<file path="config.mk">
export PLATFORM = sky130hd
export DESIGN_NAME = conv1d_sweep_ctrl
export DESIGN_NICKNAME = d
export VERILOG_FILES = /design/src/rtl/conv1d_sweep_ctrl.sv
export SDC_FILE = /design/constraint.sdc
export NUM_CORES = 1
export LEC_CHECK = 0
export BUFFER_PORTS_ARGS = -buffer_cell sky130_fd_sc_hd__buf_2
export CAP_MARGIN = 20
export CORE_AREA = 2 2 108 110
export CTS_CLUSTER_SIZE = 10
export DETAILED_ROUTE_END_ITERATION = 8
export DIE_AREA = 0 0 110 112
export PLACE_DENSITY = 0.81
export SLEW_MARGIN = 25
export SYNTH_ARGS = -nofsm -noshare
export SYNTH_HDL_FRONTEND = slang
export SYNTH_SLANG_ARGS = --single-unit
</file>
<file path="constraint.sdc">
create_clock -name clk -period 7.29 [get_ports clk]
set_clock_uncertainty 0.05 [all_clocks]
set_input_delay 0.729 -clock clk [delete_from_list [all_inputs] [get_ports clk]]
set_output_delay 0.729 -clock clk [all_outputs]
set_load 0.05 [all_outputs]
</file>
<file path="src/rtl/conv1d_sweep_ctrl.sv">
// conv1d_sweep_ctrl
//   Sequencer and arbiter in front of the conv1d CFU datapath. While idle, host
//   commands pass straight through to the datapath. A start pulse launches a
//   sweep over every output position x in [0, width): set window origin (42),
//   compute (41), read accumulator (43), then hand the result out on a
//   valid/ready port.
//
// Ports
//   clk, reset        clock, synchronous active-high reset
//   start, abort      begin a sweep / cancel the sweep in progress
//   width             number of output positions (sampled on accepted start)
//   busy, done        sweep active (registered) / one-cycle completion pulse
//   out_data/index    result accumulator and its position, out_valid/out_ready
//   host_*            host command port; host_reject pulses on dropped commands
//   dp_*              datapath command port and its registered result dp_ret
module conv1d_sweep_ctrl #(
  parameter int INT32_SIZE = 32,
  parameter int PAD_LEFT   = 4,
  parameter int X_WIDTH    = 16
) (
  input  logic                  clk,
  input  logic                  reset,
  input  logic                  start,
  input  logic                  abort,
  input  logic [X_WIDTH-1:0]    width,
  output logic                  busy,
  output logic                  done,
  output logic [INT32_SIZE-1:0] out_data,
  output logic [X_WIDTH-1:0]    out_index,
  output logic                  out_valid,
  input  logic                  out_ready,
  input  logic                  host_en,
  input  logic [6:0]            host_cmd,
  input  logic [INT32_SIZE-1:0] host_inp0,
  input  logic [INT32_SIZE-1:0] host_inp1,
  output logic [INT32_SIZE-1:0] host_ret,
  output logic                  host_reject,
  output logic                  dp_en,
  output logic [6:0]            dp_cmd,
  output logic [INT32_SIZE-1:0] dp_inp0,
  output logic [INT32_SIZE-1:0] dp_inp1,
  input  logic [INT32_SIZE-1:0] dp_ret
);

  localparam logic [6:0] CMD_COMPUTE = 7'd41;
  localparam logic [6:0] CMD_ORIGIN  = 7'd42;
  localparam logic [6:0] CMD_READ    = 7'd43;

  typedef enum logic [2:0] {
    ST_IDLE, ST_ORIGIN, ST_COMPUTE, ST_READ, ST_CAPTURE, ST_OUT, ST_DONE
  } state_t;

  state_t               state, state_next;
  logic [X_WIDTH-1:0]   x;
  logic [X_WIDTH-1:0]   width_q;
  logic                 last_pos;
  logic                 handshake;

  // Window origin in 32-bit signed so positions left of the padding go negative.
  function automatic logic signed [INT32_SIZE-1:0] origin_of(input logic [X_WIDTH-1:0] xv);
    return $signed(INT32_SIZE'(xv)) - $signed(INT32_SIZE'(PAD_LEFT));
  endfunction

  // width_q is non-zero whenever this is consulted, so width_q-1 never wraps and
  // x stops at width_q-1 before it could overflow.
  assign last_pos  = (x == width_q - X_WIDTH'(1));
  assign handshake = out_valid && out_ready;
  assign host_ret  = dp_ret;

  always_ff @(posedge clk) begin
    if (reset) state <= ST_IDLE;
    else       state <= state_next;
  end

  always_comb begin
    state_next = state;
    dp_en      = 1'b0;
    dp_cmd     = '0;
    dp_inp0    = '0;
    dp_inp1    = '0;
    case (state)
      ST_IDLE: begin
        dp_en   = host_en;
        dp_cmd  = host_cmd;
        dp_inp0 = host_inp0;
        dp_inp1 = host_inp1;
        if (start) state_next = (width == '0) ? ST_DONE : ST_ORIGIN;
      end
      ST_ORIGIN: begin
        dp_en      = 1'b1;
        dp_cmd     = CMD_ORIGIN;
        dp_inp1    = origin_of(x);
        state_next = ST_COMPUTE;
      end
      ST_COMPUTE: begin
        dp_en      = 1'b1;
        dp_cmd     = CMD_COMPUTE;
        state_next = ST_READ;
      end
      ST_READ: begin
        dp_en      = 1'b1;
        dp_cmd     = CMD_READ;
        state_next = ST_CAPTURE;
      end
      ST_CAPTURE: state_next = ST_OUT;
      ST_OUT: begin
        if (handshake) state_next = last_pos ? ST_DONE : ST_ORIGIN;
      end
      ST_DONE: state_next = ST_IDLE;
      default: state_next = ST_IDLE;
    endcase
    // Abort only redirects the state; a command already on dp_* this cycle stands.
    if (abort && state != ST_IDLE) state_next = ST_IDLE;
  end

  always_ff @(posedge clk) begin
    if (reset) begin
      busy        <= 1'b0;
      done        <= 1'b0;
      host_reject <= 1'b0;
      out_valid   <= 1'b0;
      out_data    <= '0;
      out_index   <= '0;
      x           <= '0;
      width_q     <= '0;
    end else begin
      busy        <= (state_next != ST_IDLE);
      done        <= (state_next == ST_DONE);
      host_reject <= host_en && (state != ST_IDLE);
      if (state == ST_IDLE && start) begin
        width_q <= width;
        x       <= '0;
      end
      if (state == ST_CAPTURE) begin
        out_data  <= dp_ret;
        out_index <= x;
        out_valid <= 1'b1;
      end
      if (state == ST_OUT && handshake) begin
        out_valid <= 1'b0;
        if (!last_pos) x <= x + X_WIDTH'(1);
      end
      if (abort && state != ST_IDLE) out_valid <= 1'b0;
    end
  end

endmodule
</file>
==> impl_metrics.toml <==
[synth]
ys.flop_type = "dfxtp_1"
synth_nets = 842
postSynthCellCount = 713
synth-edff-count = 0
synth_area_leaders = "dfxtp_1 (34%), nand2_1 (15%), a21oi_1 (7.4%), buf_4 (4.9%), and2_1 (4.8%)"
synthDominantCellAreaShare_pct = 34.40
seq_area_frac_synth_pct = 34.40
synth.cell_area_mm2 = 0.005062
postSynth.asyncResetShare_pct = 0
yosysTopAreaCell = "dfxtp_1"
ys_seq_elements = 87
yosysWarnings = 0
avgSynthCellArea_um2 = 7.100
synthDistinctLibCells = 55

[hold_path]
hold_path.class = "flip-flop to flip-flop"
hold_end = "out_index[0]"
hp-start = "out_index[0]"
whs_path_depth = 2

[grt]
grt_pass1_vias = 5115
groute.usage.overall_pct = 25.25
grt_overflow = 0
grt_pass1_wl_um = 24340
antenna_found_initial = 0
grt_max_degree = 73

[sta]
min_period_over_period_pct = 49.29
worst_slew_pin_slew_ns = 0.9555
hold-worst-slack_ns = 0.4012
relSlewSlack_pct = 36.30
fmax_mhz = 278.3
finalSetupViolations = 0
fin_crit_ns = 3.593
rsz0062_at_grt = "false"
hold_viol_final = 0
final.setup.tns_ns = 0
fin_ws_ns = 3.697
drv_slew = 0

[power]
vdd_drop_max_v = 0.0001663
power.leakage_nw = 3.225
power_density_mw_per_mm2 = 265.3

[critical_path]
path_class = "flip-flop to output port"
cp_slowest_cell = "nand3_1"
cpPeakStageDelay_ns = 0.51
cp_top_family = "simple AND/OR/NAND/NOR gates"
start_kind = "flip-flop"
r2r-end = "x[0]"
regToRegStartpoint = "width_q[3]"
rrSetupSlack_ns = 4.07
end_kind = "output port"
reg2reg_depth = 8
cp_common_cell = "nand2_1"
arrival_ns = 2.81
crit_required_ns = 6.51
path_cells = "inv_1 > ha_1 > nand2_1 > or3_1 > nor3_1 > nand3_1 > nand2_1 > buf_2"
worst-path-buf-inv = 2
crit_fanout = 16
setup.worst_path.start = "x[2]"

[clock_network]
tritoncts = "yes"
cts_buffer_depth = 2
ctsHoldBuffers = 0
htree_levels = 3
cts_root_buf = "clkbuf_16"
path_clk_slew_ns = 0.06
cts-buffers-inserted = 9
cts_setup_buffers = 0
clk_latency_ns = 0.34
cts-resized-gates = 0
cts.sinks = 87

[detailed_routing]
drt-initial-drc-count = 302
first_pass_iters = 4
routed_wl_um = 15880
routedWlPerCell_um = 14.84
antenna_left = 0
num_vias = 5565
via_per_inst = 5.201
drcViolationCount = 0

[floorplan]
fp.dieW_um = 110
coreArea_mm2 = 0.01117
chipHeight_um = 112
rows = 39
start_util_pct = 45.30
io_pins = 281
die_area_mm2 = 0.01232

[final_layout]
nets = 1052
n_antenna_cell = 0
drive_gt1_share_pct = 34.09
fillers = 1085
mostFrequentLayoutCells = "buf_2 (280), nand2_1 (197), dfxtp_1 (87), a21oi_1 (75), and2_1 (38)"
area_delta_synth_final_pct = 29.68
layout_commonest_cell = "buf_2"
fin_cells = 1070

[place]
routabilityCongestion = 0.8768
place_ws_ns = 4.033
dp_hpwl_um = 11940
dp.cells = 1055
portBuffers = 280

[status]
status = "finished clean"

[flow_run]
max_cap_violations = 0
[power breakdown]
part,switching [W],leakage (nW),internal [W]
combinational,0.000526,2.36,0.000174
clock,0.000190,0.163,0.000334
sequential,0.0000238,0.704,0.000494
total,0.000740,3.23,0.00100
[layer usage]
metal	track usage (%)	vias up	wire, µm
met5	0	-	0
met4	10.04	0	350
met3	3.864	31	1181
met2	46.54	226	8179
met1	28.34	2539	6167
li1	-	2769	-
[cells in the mapped netlist, types with 13 or more instances]
master and n:
a21oi_1 75, and2_1 39, buf_4 33, clkbuf_1 47, dfxtp_1 87, nand2_1 198, nand3_1 17, nor2_1 36
nor3_1 16, o21ai_0 21, xnor2_1 17, xor2_1 13
[worst register-to-register path: cells and delay by family, from the launching register on]
kind | cells | cell delay [ns]
muxes | 1 | 0.24
and+or+nand+nor | 4 | 1.74
DFF | 1 | 0.39
AOI/OAI and AO/OA | 3 | 0.74
[flip-flops by register name, indices dropped and copies added (netlist names)]
register / flops
out_valid: 1
busy: 1
x: 16
host_reject: 1
out_index: 16
out_data: 32
done: 1
state: 3
width_q: 16
[logic make-up (layout without fill, tap and decap cells)]
family / count (synthesis) / after routing / synth area share, %
adder cells (fa/ha/maj): 4 / 4 / 0.9887
AND/OR/NAND/NOR: 367 / 367 / 33.89
AO/OA/AOI/OAI: 128 / 128 / 15.27
flip-flops: 87 / 87 / 34.40
XOR/XNOR: 30 / 30 / 5.190
multiplexers: 3 / 3 / 0.6426
buffers and inverters: 94 / 308 / 9.614
[layout make-up]
class                           instances  area (µm²)  share of cell area [%]
Timing Repair Buffer                  284        1431                   21.80
Sequential cell                        87        1742                   26.53
Tap cell                              143       178.9                   2.725
Clock buffer                           10       229.0                   3.488
Inverter                                9       33.78                  0.5146
Multi-Input combinational cell        532        2843                   43.30
Clock inverter                          5       107.6                   1.639
[stage by stage]
step	utilization, %	total power (W)	area (µm²)
2_1_floorplan	-	0.001075	5062
3_3_place_gp	55.74	0.001224	6228
3_5_place_dp	55.74	0.001228	6228
4_1_cts	58.75	0.001752	6565
5_1_grt	58.75	0.001819	6565
6_report	58.75	0.001741	6565
[worst max path at each step]
stage / end / slack, ns / cells after the start
floorplan: dp_inp1[14] / 3.64 / 8
global placement: dp_inp1[19] / 4.12 / 8
detailed placement: dp_inp1[16] / 4.03 / 8
CTS: dp_inp1[19] / 3.67 / 8
global route: dp_inp1[19] / 3.37 / 8
finish: dp_inp1[16] / 3.70 / 8
Note: power is estimated with default switching activity, not from simulation.
